**config.mk**
```make
export PLATFORM = sky130hd
export DESIGN_NAME = half_adder_pipe
export DESIGN_NICKNAME = d
export VERILOG_FILES = /design/src/rtl/half_adder_pipe.sv
export SDC_FILE = /design/constraint.sdc
export NUM_CORES = 1
export LEC_CHECK = 0
export BUFFER_PORTS_ARGS = -buffer_cell sky130_fd_sc_hd__clkbuf_2
export CORE_MARGIN = 8
export CORE_UTILIZATION = 49
export CTS_BUF_LIST = sky130_fd_sc_hd__clkbuf_16
export CTS_CLUSTER_DIAMETER = 150
export CTS_CLUSTER_SIZE = 40
export DETAILED_ROUTE_END_ITERATION = 10
export PLACE_DENSITY_LB_ADDON = 0.25
export SYNTH_ARGS = -nofsm -noshare
export SYNTH_HDL_FRONTEND = slang
export SYNTH_SLANG_ARGS = --single-unit
```
**constraint.sdc**
```tcl
create_clock -name clk -period 1.7 [get_ports clk]
set_input_delay 0.085 -clock clk [delete_from_list [all_inputs] [get_ports clk]]
set_output_delay 0.085 -clock clk [all_outputs]
set_load 0.005 [all_outputs]
```
**src/rtl/half_adder_pipe.sv**
```systemverilog
// half_adder_pipe
// Lane-parallel registered half adder with a valid/ready interface.
// Each beat is evaluated when it is accepted and parked in a main output
// register backed by one skid entry, so in_ready comes straight from a flop
// and never depends combinationally on out_ready.

module half_adder_pipe #(
  parameter int WIDTH = 8
) (
  input  logic                           clk,
  input  logic                           rst_n,
  input  logic [WIDTH-1:0]               a,
  input  logic [WIDTH-1:0]               b,
  input  logic                           in_valid,
  output logic                           in_ready,
  output logic [WIDTH-1:0]               sum,
  output logic [WIDTH-1:0]               cout,
  output logic                           cout_any,
  output logic [$clog2(WIDTH+1)-1:0]     cout_count,
  output logic                           out_valid,
  input  logic                           out_ready
);

  localparam int CW = $clog2(WIDTH + 1);
  // Stored beat layout: {sum, cout, cout_any, cout_count}
  localparam int BW = 2 * WIDTH + 1 + CW;

  localparam logic [1:0] OCC_EMPTY = 2'd0;
  localparam logic [1:0] OCC_ONE   = 2'd1;
  localparam logic [1:0] OCC_TWO   = 2'd2;

  // Number of carries produced by one beat, for the adder-tree summary.
  function automatic logic [CW-1:0] popcount(input logic [WIDTH-1:0] v);
    logic [CW-1:0] c;
    c = '0;
    for (int i = 0; i < WIDTH; i++) begin
      c = c + CW'(v[i]);
    end
    return c;
  endfunction

  logic [1:0]       occ_r;
  logic [1:0]       occ_nxt_s;
  logic             out_valid_r;
  logic             in_ready_r;
  logic [BW-1:0]    main_r;
  logic [BW-1:0]    main_nxt_s;
  logic [BW-1:0]    skid_r;
  logic [BW-1:0]    skid_nxt_s;
  logic [WIDTH-1:0] new_sum_s;
  logic [WIDTH-1:0] new_cout_s;
  logic [BW-1:0]    new_beat_s;
  logic             accept_s;
  logic             consume_s;

  // Evaluate the incoming operands so the result is frozen at acceptance.
  always_comb begin
    new_sum_s  = a ^ b;
    new_cout_s = a & b;
    new_beat_s = {new_sum_s, new_cout_s, |new_cout_s, popcount(new_cout_s)};
    accept_s   = in_valid & in_ready_r;
    consume_s  = out_valid_r & out_ready;
  end

  // Occupancy and storage next-state: main register plus one skid entry.
  always_comb begin
    occ_nxt_s  = occ_r;
    main_nxt_s = main_r;
    skid_nxt_s = skid_r;
    case (occ_r)
      OCC_EMPTY: begin
        if (accept_s) begin
          main_nxt_s = new_beat_s;
          occ_nxt_s  = OCC_ONE;
        end else begin
          occ_nxt_s  = OCC_EMPTY;
        end
      end
      OCC_ONE: begin
        if (accept_s && consume_s) begin
          // Pass-through: new beat replaces the one leaving.
          main_nxt_s = new_beat_s;
          occ_nxt_s  = OCC_ONE;
        end else if (accept_s) begin
          skid_nxt_s = new_beat_s;
          occ_nxt_s  = OCC_TWO;
        end else if (consume_s) begin
          // Main keeps its last value while empty.
          occ_nxt_s  = OCC_EMPTY;
        end else begin
          occ_nxt_s  = OCC_ONE;
        end
      end
      OCC_TWO: begin
        // in_ready is low here, so no accept can coincide.
        if (consume_s) begin
          main_nxt_s = skid_r;
          occ_nxt_s  = OCC_ONE;
        end else begin
          occ_nxt_s  = OCC_TWO;
        end
      end
      default: begin
        occ_nxt_s = OCC_EMPTY;
      end
    endcase
  end

  // State registers; handshake flags are derived from next occupancy.
  always_ff @(posedge clk or negedge rst_n) begin
    if (!rst_n) begin
      occ_r       <= OCC_EMPTY;
      out_valid_r <= 1'b0;
      in_ready_r  <= 1'b1;
      main_r      <= '0;
      skid_r      <= '0;
    end else begin
      occ_r       <= occ_nxt_s;
      out_valid_r <= (occ_nxt_s != OCC_EMPTY);
      in_ready_r  <= (occ_nxt_s != OCC_TWO);
      main_r      <= main_nxt_s;
      skid_r      <= skid_nxt_s;
    end
  end

  assign in_ready   = in_ready_r;
  assign out_valid  = out_valid_r;
  assign sum        = main_r[BW-1 -: WIDTH];
  assign cout       = main_r[BW-WIDTH-1 -: WIDTH];
  assign cout_any   = main_r[CW];
  assign cout_count = main_r[CW-1:0];

endmodule

```
==> results of run 1 <==
## cells by family (layout without fill, tap and decap cells)
family | count (synthesis) | count (layout) | synth area share
adders and majority gates | 18 | 18 | 0.1118
xor gates and xnor gates | 1 | 1 | 0.003838
AOI/OAI and AO/OA | 18 | 18 | 0.04057
muxes | 50 | 50 | 0.2462
and+or+nand+nor | 27 | 27 | 0.05702
DFF | 46 | 46 | 0.5049
buffers and inverters | 19 | 83 | 0.03564
## report_power, final
part / internal [mW] / leakage, nW / total, mW / switching, mW
Clock: 0.529 / 0.0738 / 0.905 / 0.376
Sequential: 1.59 / 0.569 / 1.84 / 0.250
Combinational: 1.27 / 0.849 / 2.15 / 0.881
## registers in the layout, indices dropped and copies added, names as in the netlist
signal / cells
main_r: 21
occ_r: 2
out_valid: 1
skid_r: 21
in_ready: 1
## worst min-delay path, delay by kind of cell
kind                     cells  cell delay, ns
buffers and inverters        1            0.07
multiplexers                 1            0.13
adder cells (fa/ha/maj)      1            0.11
## metrics by stage
step | area [sq um] | setup TNS (ns) | power, mW
2_1_floorplan | 2307 | -7.815 | 3.036
3_3_place_gp | 2711 | -9.314 | 3.688
3_5_place_dp | 2711 | -10.04 | 3.745
4_1_cts | 2920 | -7.187 | 4.704
5_1_grt | 3052 | -7.824 | 5.217
6_report | 3052 | -6.738 | 4.897
## cells in the final DEF (no fill, tap or decap), drive strengths merged, types with 2 or more instances in the layout
cell type	Yosys	layout
inv	11	13
dfrtp	45	45
clkbuf	2	42
a21oi	4	4
mux2	49	49
ha	14	14
o21ai	13	13
fa	4	4
buf	6	26
nand3b	2	2
nand2	20	20
## metal layers
layer  GRT usage  up-vias
met5           0        -
met4     0.03768        0
met3     0.03969        7
met2      0.2277       32
met1      0.1600      764
li1            -      745
## cells in the mapped netlist (all sizes together)
cell type	number	area, sq um
and2	1	6.260
a21o	1	7.510
nor4	1	12.51
clkbuf	2	7.510
or4b	1	10.01
inv	11	41.29
fa	4	80.08
dfrtp	45	1126
nand2	20	75.07
nand3	1	5.000
o21ai	13	65.06
nor2b	1	6.260
buf	6	32.53
mux2i	1	10.01
dfstp	1	26.28
a21oi	4	20.02
nand3b	2	15.01
xor2	1	8.760
ha	14	175.2
mux2	49	551.8
## what timing repair did
action                                  4_1_cts  5_1_grt
hold buffers                                  1        0
resized for setup                            10       29
endpoints found under the setup margin       14       25
pin swaps                                     7        5
buffers inserted                              1        3
hold endpoints to repair                     19        0
## final timing paths
check                                from  slack (ns)         end
worst max-delay path                 a[0]       -1.11   main_r[2]
worst min-delay path                 b[3]        0.15  skid_r[16]
worst max register to register  out_valid        0.03   main_r[0]
worst min register to register  skid_r[8]        0.48   skid_r[8]
max in group asynchronous           rst_n        0.79    in_ready
min in group asynchronous           rst_n        0.31  main_r[11]
## final cells by class
| cell class | count | area share |
|---|---|---|
| repair buffers | 64 | 0.1538 |
| well taps | 54 | 0.02214 |
| flip-flops and latches | 46 | 0.3776 |
| inverters | 11 | 0.01435 |
| clock buffers | 5 | 0.04100 |
| clock inverters | 3 | 0.003690 |
| multi-input cells | 114 | 0.3875 |
==> flow_summary.ini, run 1 <==
[status]
status = finished, violations left
violations = negative setup slack

[synthesis]
syn_nets = 217
syn_inst = 179
yosysWarningCount = 0
synth_area_sq_um = 2282
synth_cell_types = 22
synth_seq_cells = 46
syn_avg_cell_area_sq_um = 12.75
seq_area_frac_synth = 0.5049

[drt]
maxUsedRoutingLayer = met4
via_count = 1548
detail_route.wl_per_cell_microns = 15.92
wl_met2_mm = 2.380
wl_mm = 4.729
ant_nets = 0
drt-initial-drc-count = 53
drc = 0
drt_pass1_iterations = 3
route.met3.wl_microns = 161
drt-met1-wl_mm = 2.134
viasPerCell = 5.212

[critical_path]
ff2ff_path_depth = 8
worstSetupEndpointType = flip-flop
cp-start-kind = primary input
critPathSlowestCell = fa_1
crit_cells = 13
arrival_ns = 2.98
path_max_fanout = 2
critPathKind = primary input to flip-flop
cp_common_cell = fa_1
crit_buf_inv = 4
cpPeakStageDelay_ns = 0.55
cp_data_required_time_ns = 1.86
crit_family = adder cells
crit_chain = buf_8, ha_4, inv_4, fa_1, inv_2, fa_1, fa_1, ha_4, inv_2, fa_2, xor2_2, o21ai_1, mux2_2

[finish]
antenna_cells = 0
nets = 280
syn2layout_area_growth_pct = 33.72
multi_input_area_sq_um = 1182
instances_no_fill = 297
postLayoutCoreUtil = 0.6637
drive_gt1_frac = 0.5802
fillCellCount = 342
final-seq-area_sq_um = 1152

[placed_design]
dp_cells = 284
pre_cts_ws_ns = -1.547
post-dp-hpwl_mm = 3.384
portBuffers = 42
finalWeightedCongestion = 0.7422

[floorplan]
die_y_microns = 84.25
io_pins = 43
start_util = 0.4963
die_x_microns = 84.25
coreArea_sq_um = 4598
dieArea_sq_um = 7097
rows = 25

[clock_tree]
clkTransAtPathRegs_ns = 0.06
cts_tree = done
ctsHtreeMaxLevel = 2
clockBufferDepth = 2
clk_latency_ns = 0.28
cts-root-buf = clkbuf_16
cts_buffers = 5
cts.sinks = 46

[sta]
finalCriticalPeriod_ns = 2.812
setup_viol = 8
rsz0062_at_grt = yes
slew-limit-headroom = 0.6457
fmax_ghz = 0.3557
post-route-period-util = 1.654
fin_ws_ns = -1.112
fin_skew_ns = 0.004370
slew_viol_final = 0
whs_ns = 0.1507
finalHoldViolCount = 0
worst_slew_pin_slew_ns = 0.5315

[global_route]
grt_pass1_vias = 1645
grt_max_degree = 31
grt_first_pass_wirelength_mm = 7.824
antenna_found_initial = 0
globalRouteOverflowTotal = 0
grt_usage = 0.1343

[power_and_ir_drop]
power_leakage_nw = 1.492
p_per_area_nw_per_um2 = 1605
ir_drop_v = 0.0009974

[min_path]
hp-class = primary input to flip-flop
hold_depth = 3

[flow_run]
drv_cap = 0
Note: power is estimated with default switching activity, not from simulation.
==> inputs of run 2 (changes only) <==
- CORE_UTILIZATION: 49 -> 55
- clock period: 1.7 -> 3 ns (I/O delays scaled with it)
==> flow_summary.ini, run 2 (synthesis gave the netlist of run 1 again) <==
[sta]
finalHoldViolCount = 0
slew_viol_final = 0
post-route-period-util = 0.9901
tns_ns = 0
setup_viol = 0
fmax_ghz = 0.3367
worst_slew_pin_slew_ns = 1.135
finalCriticalPeriod_ns = 2.970
slew-limit-headroom = 0.2436
fin_skew_ns = 0.006940

[finish]
antenna_cells = 0
fin_area_sq_um = 2834
nets = 267
drive_gt1_frac = 0.5217
layout_commonest_cell = mux2_2
fillCellCount = 277
syn2layout_area_growth_pct = 24.18
largestRegisters = main_r: 21 flops, skid_r: 21 flops, occ_r: 2 flops
final_cell_mix = mux2_2, dfrtp_1, clkbuf_2, nand2_1, o21ai_0

[clock_tree]
clk_latency_ns = 0.28
cts.sinks = 46
clkTransAtPathRegs_ns = 0.06
clockBufferDepth = 2
cts_buffers = 5
cts_hold_buf = 0
cts_tree = done
ctsHtreeMaxLevel = 2
cts-root-buf = clkbuf_16

[critical_path]
crit_family = adder cells
crit_cells = 13
critPathKind = primary input to flip-flop
crit_chain = clkbuf_2, ha_4, inv_2, fa_1, inv_1, fa_1, fa_1, ha_2, inv_2, fa_2, xor2_2, o21ai_1, mux2_4
path_max_fanout = 2
cp_data_required_time_ns = 3.17
ff2ff_path_depth = 4
cpPeakStageDelay_ns = 0.54
cp-start-kind = primary input
arrival_ns = 3.14
critPathSlowestCell = fa_1
crit_buf_inv = 4
cp_common_cell = fa_1
worstSetupEndpointType = flip-flop

[drt]
detail_route.wl_per_cell_microns = 17.70
wl_mm = 4.956
drt-initial-drc-count = 79
drt_pass1_iterations = 4
viasPerCell = 5.489
drc = 0
via_count = 1537
ant_nets = 0

[min_path]
hp-class = primary input to async pin

[status]
status = completed

[floorplan]
die_y_microns = 80.42
start_util = 0.5705
die_x_microns = 80.42
coreArea_sq_um = 4000
io_pins = 43
rows = 23
dieArea_sq_um = 6467

[placed_design]
post-dp-hpwl_mm = 3.491
portBuffers = 42
placed_area_sq_um = 2594
finalWeightedCongestion = 0.7985

[global_route]
antenna_found_initial = 0
grt_pass1_vias = 1641
globalRouteOverflowTotal = 0
grt_usage = 0.1563
grt_first_pass_wirelength_mm = 7.900
grt_max_degree = 47

[flow_run]
drv_cap = 0

[power_and_ir_drop]
power_leakage_nw = 1.376
ir_drop_v = 0.0006885
p_per_area_nw_per_um2 = 946.3
==> run 2: changes by cell type in the layout (fill, tap and decap cells not counted), sizes merged <==
cell | before | now
inv | 13 | 12
dlygate4sd3 | 1 | 0
bufinv | 0 | 1
clkinvlp | 0 | 1
clkinv | 1 | 0
clkbuf | 42 | 43
buf | 26 | 13
==> run 2: final cells by class <==
cell class              count  area (sq um)  share of cell area
flip-flops and latches     46          1152              0.4066
inverters                  11         41.29             0.01457
clock inverters             3         41.29             0.01457
repair buffers             51         302.8              0.1068
clock buffers               5         125.1             0.04415
well taps                  50         62.56             0.02208
multi-input cells         114          1109              0.3912
==> run 2: worst register-to-register path, stage by stage (launching register included) <==
cell	delay, ns
dfrtp_1	0.43
nor2b_2	0.39
buf_4	0.37
mux2_2	0.38
mux2_2	0.26
==> run 2: power breakdown <==
| group | total [mW] | internal, mW | switching, mW |
|---|---|---|---|
| registers | 1.04 | 0.902 | 0.143 |
| clock network | 0.612 | 0.390 | 0.222 |
| logic | 1.03 | 0.563 | 0.462 |
==> run 2: final timing paths <==
kind	start	end	slack (ns)
max in group asynchronous	rst_n	skid_r[16]	2.23
hold / removal	rst_n	skid_r[5]	0.08
min in group clk	a[0]	skid_r[13]	0.23
hold reg to reg	skid_r[3]	skid_r[3]	0.49
setup reg to reg	occ_r[0]	main_r[12]	1.05
setup / recovery	a[1]	main_r[2]	0.03
==> run 2: repair_timing <==
| action | in CTS | in global routing |
|---|---|---|
| pin swaps | 1 | 8 |
| cloned | 0 | 0 |
| resized for setup | 0 | 11 |
| buffers inserted | 0 | 2 |
| endpoints found under the setup margin | 1 | 2 |
==> run 2: stage by stage <==
stage               power [mW]  hold slack, ns  utilization  cells  worst slack, ns
finish                   2.682         0.07582       0.7085    280          0.02968
global route             2.847          0.1804       0.7085    280         -0.04117
CTS                      2.682          0.1282       0.6900    278          0.01721
detailed placement       2.065          0.4263       0.6484    270          -0.2886
global placement         1.990          0.3950       0.6484    270          -0.1669
floorplan                1.709         -0.1456            -    179         -0.01263
==> run 2: routing by layer <==
metal | vias to the layer above | share of wire | routed length (microns) | track usage
met3 | 6 | 0.055 | 273 | 0.04241
li1 | 715 | - | - | -
met2 | 34 | 0.53 | 2610 | 0.2662
met4 | 0 | 0.012 | 60 | 0.04909
met5 | - | 0 | 0 | 0
met1 | 782 | 0.41 | 2012 | 0.1856
